[src/rtl/instr_fetch_unit_if.sv]
`default_nettype none
// ============================================================================
//  Module      : instr_fetch_unit_if
//  Description : Bundle of the fetch unit's bus signals. It covers the
//                instruction-memory request/response port and the
//                instruction/control port toward the control unit and
//                datapath.
//                  master : the fetch unit. It drives the memory request and
//                           the held instruction, and receives the memory
//                           response and the retire controls.
//                  slave  : memory plus downstream (the opposite directions).
//  Signals     : imem_req_valid/imem_req_ready/imem_addr  fetch request
//                imem_rsp_valid/imem_rsp_data             fetch response
//                instr_valid/instr_ready                  retire handshake
//                instr/opcode/funct/pc/pc_plus4           held instruction
//                branch_taken/jump                        next-PC select
//  Revision    : 1.0 - initial release
// ============================================================================
interface instr_fetch_unit_if;
    // instruction memory side
    logic        imem_req_valid;
    logic        imem_req_ready;
    logic [31:0] imem_addr;
    logic        imem_rsp_valid;
    logic [31:0] imem_rsp_data;
    // control unit / datapath side
    logic        instr_valid;
    logic        instr_ready;
    logic [31:0] instr;
    logic [5:0]  opcode;
    logic [5:0]  funct;
    logic [31:0] pc;
    logic [31:0] pc_plus4;
    logic        branch_taken;
    logic        jump;

    modport master (
        output imem_req_valid, imem_addr,
        input  imem_req_ready, imem_rsp_valid, imem_rsp_data,
        output instr_valid, instr, opcode, funct, pc, pc_plus4,
        input  instr_ready, branch_taken, jump
    );

    modport slave (
        input  imem_req_valid, imem_addr,
        output imem_req_ready, imem_rsp_valid, imem_rsp_data,
        input  instr_valid, instr, opcode, funct, pc, pc_plus4,
        output instr_ready, branch_taken, jump
    );
endinterface
`default_nettype wire

[src/rtl/instr_fetch_unit.sv]
`default_nettype none
// ============================================================================
//  Module      : instr_fetch_unit
//  Description : Instruction-fetch sequencer. It owns the PC and issues one
//                word fetch at a time over a valid/ready request port. It
//                captures the response and holds the instruction, split into
//                opcode/funct, until the downstream side retires it. On
//                retire it moves the PC to PC+4, the branch target or the
//                jump target. Jump has priority over branch.
//                Sequence: S_RST -> S_REQ -> S_WAIT -> S_HOLD -> S_REQ ...
//  Ports       : clk           rising-edge clock
//                rst_n         asynchronous active-low reset
//                bus           instr_fetch_unit_if.master (memory + retire)
//                retire_count  [FETCH_COUNT_EN] retired instructions (wraps)
//                stall_cycles  [FETCH_COUNT_EN] request/hold stall cycles
//                              (saturates)
//  Options     : `define FETCH_COUNT_EN to add the two counter outputs.
//  Parameters  : RESET_PC      first fetch address; bits [1:0] are forced 0
//  Revision    : 1.0 - initial release
// ============================================================================
module instr_fetch_unit #(
    parameter logic [31:0] RESET_PC = 32'h0000_0000
) (
    input  wire logic              clk,
    input  wire logic              rst_n,
    instr_fetch_unit_if.master     bus
`ifdef FETCH_COUNT_EN
    ,
    output logic [31:0]            retire_count,
    output logic [31:0]            stall_cycles
`endif
);

    localparam logic [31:0] PC_INIT = {RESET_PC[31:2], 2'b00};

    typedef enum logic [1:0] {
        S_RST  = 2'd0,
        S_REQ  = 2'd1,
        S_WAIT = 2'd2,
        S_HOLD = 2'd3
    } state_t;

    state_t      state_q, state_d;
    logic [31:0] pc_q, pc_d;
    logic [31:0] instr_q, instr_d;

    logic [31:0] pc_plus4;
    logic [31:0] br_offset;
    logic [31:0] br_target;
    logic [31:0] jmp_target;
    logic [31:0] next_pc;
    logic        retire;

    // ------------------------------------------------------------------
    // Next-PC arithmetic. All sums wrap modulo 2^32.
    // ------------------------------------------------------------------
    assign pc_plus4   = pc_q + 32'd4;
    assign br_offset  = {{14{instr_q[15]}}, instr_q[15:0], 2'b00};
    assign br_target  = pc_plus4 + br_offset;
    // The jump stays inside the 256 MB region of the following instruction.
    assign jmp_target = {pc_plus4[31:28], instr_q[25:0], 2'b00};

    always_comb begin
        next_pc = pc_plus4;
        if (bus.jump) begin
            next_pc = jmp_target;
        end else if (bus.branch_taken) begin
            next_pc = br_target;
        end
    end

    // ------------------------------------------------------------------
    // State register
    // ------------------------------------------------------------------
    always_ff @(posedge clk or negedge rst_n) begin
        if (!rst_n) begin
            state_q <= S_RST;
            pc_q    <= PC_INIT;
            instr_q <= 32'd0;
        end else begin
            state_q <= state_d;
            pc_q    <= pc_d;
            instr_q <= instr_d;
        end
    end

    // ------------------------------------------------------------------
    // Next-state logic. A response is accepted only in S_WAIT. S_WAIT is
    // entered on the request handshake, so a response in that same cycle
    // (or at any other time) is dropped.
    // ------------------------------------------------------------------
    always_comb begin
        state_d = state_q;
        pc_d    = pc_q;
        instr_d = instr_q;
        case (state_q)
            S_RST: begin
                state_d = S_REQ;
            end
            S_REQ: begin
                if (bus.imem_req_ready) begin
                    state_d = S_WAIT;
                end
            end
            S_WAIT: begin
                if (bus.imem_rsp_valid) begin
                    instr_d = bus.imem_rsp_data;
                    state_d = S_HOLD;
                end
            end
            S_HOLD: begin
                if (bus.instr_ready) begin
                    pc_d    = next_pc;
                    state_d = S_REQ;
                end
            end
            default: begin
                state_d = S_RST;
            end
        endcase
    end

    assign retire = (state_q == S_HOLD) && bus.instr_ready;

    // ------------------------------------------------------------------
    // Outputs. The two valids depend on the state register only.
    // ------------------------------------------------------------------
    assign bus.imem_req_valid = (state_q == S_REQ);
    assign bus.imem_addr      = pc_q;
    assign bus.instr_valid    = (state_q == S_HOLD);
    assign bus.instr          = instr_q;
    assign bus.opcode         = instr_q[31:26];
    assign bus.funct          = instr_q[5:0];
    assign bus.pc             = pc_q;
    assign bus.pc_plus4       = pc_plus4;

`ifdef FETCH_COUNT_EN
    // ------------------------------------------------------------------
    // Performance counters
    // ------------------------------------------------------------------
    logic [31:0] retire_count_q;
    logic [31:0] stall_cycles_q;
    logic        stall;

    assign stall = ((state_q == S_REQ)  && !bus.imem_req_ready) ||
                   ((state_q == S_HOLD) && !bus.instr_ready);

    always_ff @(posedge clk or negedge rst_n) begin
        if (!rst_n) begin
            retire_count_q <= 32'd0;
            stall_cycles_q <= 32'd0;
        end else begin
            if (retire) begin
                retire_count_q <= retire_count_q + 32'd1;
            end
            if (stall && (stall_cycles_q != 32'hFFFF_FFFF)) begin
                stall_cycles_q <= stall_cycles_q + 32'd1;
            end
        end
    end

    assign retire_count = retire_count_q;
    assign stall_cycles = stall_cycles_q;
`else
    // The retire term is only consumed by the counters.
    logic unused_retire;
    assign unused_retire = retire;
`endif

endmodule
`default_nettype wire

[src/flat_wrapper.sv]
// flat-port wrapper written by rule: the top's interface ports become plain ports
module instr_fetch_unit_flat 
#(
    parameter logic [31:0] RESET_PC = 32'h0000_0000
)
  (clk, rst_n, bus_imem_req_valid, bus_imem_addr, bus_imem_req_ready, bus_imem_rsp_valid, bus_imem_rsp_data, bus_instr_valid, bus_instr, bus_opcode, bus_funct, bus_pc, bus_pc_plus4, bus_instr_ready, bus_branch_taken, bus_jump);
  instr_fetch_unit_if bus_i ();
  input  wire logic clk;
  input  wire logic rst_n;
  output wire logic [$bits(bus_i.imem_req_valid)-1:0] bus_imem_req_valid;
  output wire logic [$bits(bus_i.imem_addr)-1:0] bus_imem_addr;
  input wire logic [$bits(bus_i.imem_req_ready)-1:0] bus_imem_req_ready;
  input wire logic [$bits(bus_i.imem_rsp_valid)-1:0] bus_imem_rsp_valid;
  input wire logic [$bits(bus_i.imem_rsp_data)-1:0] bus_imem_rsp_data;
  output wire logic [$bits(bus_i.instr_valid)-1:0] bus_instr_valid;
  output wire logic [$bits(bus_i.instr)-1:0] bus_instr;
  output wire logic [$bits(bus_i.opcode)-1:0] bus_opcode;
  output wire logic [$bits(bus_i.funct)-1:0] bus_funct;
  output wire logic [$bits(bus_i.pc)-1:0] bus_pc;
  output wire logic [$bits(bus_i.pc_plus4)-1:0] bus_pc_plus4;
  input wire logic [$bits(bus_i.instr_ready)-1:0] bus_instr_ready;
  input wire logic [$bits(bus_i.branch_taken)-1:0] bus_branch_taken;
  input wire logic [$bits(bus_i.jump)-1:0] bus_jump;
  assign bus_imem_req_valid = bus_i.imem_req_valid;
  assign bus_imem_addr = bus_i.imem_addr;
  assign bus_i.imem_req_ready = bus_imem_req_ready;
  assign bus_i.imem_rsp_valid = bus_imem_rsp_valid;
  assign bus_i.imem_rsp_data = bus_imem_rsp_data;
  assign bus_instr_valid = bus_i.instr_valid;
  assign bus_instr = bus_i.instr;
  assign bus_opcode = bus_i.opcode;
  assign bus_funct = bus_i.funct;
  assign bus_pc = bus_i.pc;
  assign bus_pc_plus4 = bus_i.pc_plus4;
  assign bus_i.instr_ready = bus_instr_ready;
  assign bus_i.branch_taken = bus_branch_taken;
  assign bus_i.jump = bus_jump;
  instr_fetch_unit #(.RESET_PC(RESET_PC)) u_core (.clk(clk), .rst_n(rst_n), .bus(bus_i));
endmodule
[config.mk]
export PLATFORM = sky130hd
export DESIGN_NAME = instr_fetch_unit_flat
export DESIGN_NICKNAME = d
export VERILOG_FILES = /design/src/rtl/instr_fetch_unit_if.sv /design/src/rtl/instr_fetch_unit.sv /design/src/flat_wrapper.sv
export SDC_FILE = /design/constraint.sdc
export NUM_CORES = 1
export LEC_CHECK = 0
export ABC_AREA = 1
export ABC_CLOCK_PERIOD_IN_PS = 5700
export BUFFER_PORTS_ARGS = -buffer_cell sky130_fd_sc_hd__buf_2
export CAP_MARGIN = 20
export CORE_AREA = 10 10 116 118
export CTS_BUF_LIST = sky130_fd_sc_hd__clkbuf_8
export CTS_CLUSTER_SIZE = 16
export DETAILED_ROUTE_END_ITERATION = 16
export DIE_AREA = 0 0 126 128
export HOLD_SLACK_MARGIN = 0.05
export PLACE_DENSITY = 0.84
export SLEW_MARGIN = 30
export SYNTH_ARGS = -nofsm -noshare
export SYNTH_HDL_FRONTEND = slang
export SYNTH_SLANG_ARGS = --single-unit
[constraint.sdc]
create_clock -name clk -period 5.7 [get_ports clk]
set_input_delay 0.57 -clock clk [delete_from_list [all_inputs] [get_ports clk]]
set_output_delay 0.57 -clock clk [all_outputs]
set_load 0.05 [all_outputs]
==> summary.md <==
| Metric | Value |
|---|---|
| Root Buffer | `clkbuf_8` |
| Distinct cells, synth | `44` |
| Via count | `7040` |
| Row count | `39` |
| NumNets Final | `1213` |
| Final Slew Violations | `0` |
| Overflow after GRT | `0` |
| Final Hold Fails | `0` |
| CP Launch Point | `u_core.bus.imem_addr[15]` |
| Final setup violation count | `0` |
| Outcome | `complete, no violations` |
| Clock latency on the worst-skew pair | `0.38 ns` |
| Gpl congestion | `1.02` |
| Cell mode on critical path | `nand2_1` |
| Die W | `126 um` |
| Critical path launch point type | `flop` |
| Cells after synthesis | `1004` |
| Post-synthesis average cell area | `6.47 um^2` |
| Period Utilization, post-route | `0.590` |
| Worst-margin pin slew | `0.864 ns` |
| First DRT Iteration DRCs | `585` |
| Tot GR Track Use | `0.268` |
| Effective utilization at floorplan | `0.579` |
| Core Area | `11200 um^2` |
| Ys async rst share | `1.00` |
| Number of hold buffers added after cts | `0` |
| Most common cell after layout, fill and taps aside | `nand2_1` |
| IO buf count | `174` |
| Crit-path max FO | `7` |
| Initial antenna violation count | `0` |
| Final Skew | `0.0225 ns` |
| Layout area overhead | `13.2%` |
| EDFF count, synth | `0` |
| Diode count | `0` |
| # DRC | `0` |
| Largest net degree at the start of global routing | `65` |
| Clk slew on worst S/H paths | `0.09 ns` |
| DRT Pass-1 Iters | `9` |
| Yosys reg bits | `64` |
| Number of max-cap violations | `0` |
| Total length of routed wires | `22.2 mm` |
| Setup TNS Final | `0 ns` |
| Highest achievable clock rate | `297 MHz` |
| Critical Path RT | `6.01 ns` |
| Sequential area share after synthesis | `0.246` |
| Hold/Removal Path Class | `input pin to async pin` |
| Slowest stage delay, CP | `0.51 ns` |
| H-Tree Depth | `3` |
| Vias per cell | `5.50` |
| DP HPWL | `17.7 mm` |
| Bufs on Longest Clock Path | `2` |
| Crit path DAT | `3.67 ns` |
| Die area | `16100 um^2` |
| Worst-path cell chain | `nand2_1 -> nor2_1 -> nand2_1 -> nor2_1 -> nand3_1 -> nand2_1 -> inv_1 -> ha_1 -> nand2_1 -> nor2_1 -> inv_1 -> nor2_1 -> nand3b_1 -> nand3_1 -> nand2_1 -> nand3_1 -> nand2_1 -> a21oi_1` |
| I/O pins | `181` |
| Slew HR | `0.421` |
| CP Capture Type | `flop` |
| Crit path kind | `flop to flop` |
| Synth Warn # | `0` |
| Slowest cell on crit path | `dfrtp_1` |
| Fill count | `1075` |
| CTS tree | `done` |
| R2R Path Start | `u_core.bus.imem_addr[15]` |
| First-pass GRT wire length | `35.3 mm` |
| Layout cells sized above 1 | `0.218` |
| TritonCTS Sinks | `64` |
| Setup Buffers After CTS | `0` |
| Wire per inst | `17.3 um` |
| TritonCTS Buffers | `9` |
| Routed Antenna Nets | `0` |
| RSZ-0062 raised after global routing | `false` |
| Vias in the first global route | `6914` |
| Ys flop type | `dfrtp_1` |
| Commonest non-fill, non-tap cells in the layout | `nand2_1, buf_2, inv_1, nor2_1, a21oi_1` |
| Post-Synthesis Cell Area | `6500 um^2` |
| DIE HEIGHT | `128 um` |
| Final min period | `3.36 ns` |
| Resized Gates After CTS | `0` |
==> final cells by class <==
| class | count | area (um^2) | area share |
|---|---|---|---|
| clock inverters | 7 | 96.3 | 0.0131 |
| inverters | 156 | 599 | 0.0815 |
| clock buffers | 9 | 124 | 0.0168 |
| flip-flops and latches | 64 | 1600 | 0.218 |
| repair buffers | 178 | 901 | 0.123 |
| well taps | 143 | 179 | 0.0243 |
| multi-input cells | 724 | 3850 | 0.524 |
==> critical path, delay by kind of cell, from the launching register on <==
kind / cells / cell delay, ns
DFF: 1 / 0.51
AOI/OAI and AO/OA: 1 / 0.12
adders and majority gates: 1 / 0.40
and+or+nand+nor: 14 / 2.06
buffers and inverters: 2 / 0.20
==> layer usage <==
metal / vias to the layer above / track usage / part of all wire
li1: 3382 / - / -
met1: 3214 / 0.316 / 0.39
met2: 377 / 0.451 / 0.47
met3: 67 / 0.0769 / 0.097
met4: 0 / 0.109 / 0.036
met5: - / 0 / 0
==> through the flow <==
step                      hold WS, ns  worst slack (ns)  instance area [um^2]  utilization  instances
after global routing            0.416              1.92                  7350        0.655       1281
after detailed placement        0.511              2.44                  7130        0.635       1265
final                           0.358              2.34                  7350        0.655       1281
after floorplan                 0.274              2.00                  6520            -       1009
after CTS                       0.398              2.41                  7350        0.655       1281
after global placement          0.501              2.41                  7130        0.635       1265
==> registers in the layout, indices dropped and copies added, names as in the netlist <==
register	cells
u_core.state_q	2
u_core.bus.instr	32
u_core.bus.imem_addr	30
==> cell usage after synthesis (2+ instances only) <==
cell,count,share of area
nor3_1,9,0.0069
xor2_1,16,0.022
o21bai_1,3,0.0035
nand2_2,5,0.0048
buf_4,48,0.055
a31oi_1,4,0.0039
nor3_2,2,0.0031
nor2_1,104,0.060
a21o_1,2,0.0023
buf_1,4,0.0023
a22oi_1,3,0.0035
o221ai_1,3,0.0040
xnor2_1,5,0.0067
inv_1,154,0.089
nand2_1,292,0.17
nand3b_1,3,0.0035
nand4_1,8,0.0077
nor2_2,6,0.0058
ha_1,40,0.077
mux2_2,31,0.054
nor2_4,4,0.0069
clkbuf_8,3,0.0064
o21ai_1,2,0.0015
dfrtp_1,64,0.25
o21ai_0,27,0.021
nand3_1,66,0.051
clkbuf_1,7,0.0040
or2_1,2,0.0019
a21oi_1,72,0.055
==> cell families after synthesis <==
family                   share of synthesized area
XOR/XNOR                                    0.0283
multiplexers                                0.0537
adder cells (fa/ha/maj)                     0.0801
flip-flops                                   0.246
other                                     0.000577
AO/OA/AOI/OAI                               0.0990
AND/OR/NAND/NOR                              0.328
buffers and inverters                        0.164
==> worst paths after layout <==
kind                                            end  slack (ns)  cells after the start
max                        u_core.bus.imem_addr[22]        2.34                     18
min                        u_core.bus.imem_addr[30]        0.36                      2
max reg2reg                u_core.bus.imem_addr[22]        2.34                     18
min reg2reg                    u_core.bus.instr[29]        0.52                      1
max in group asynchronous      u_core.bus.instr[11]        4.73                      2
min in group clk               u_core.bus.instr[14]        0.41                      2
Power is not shown: default switching activity piles up to over one toggle a cycle in this logic, so the estimate is an artifact.
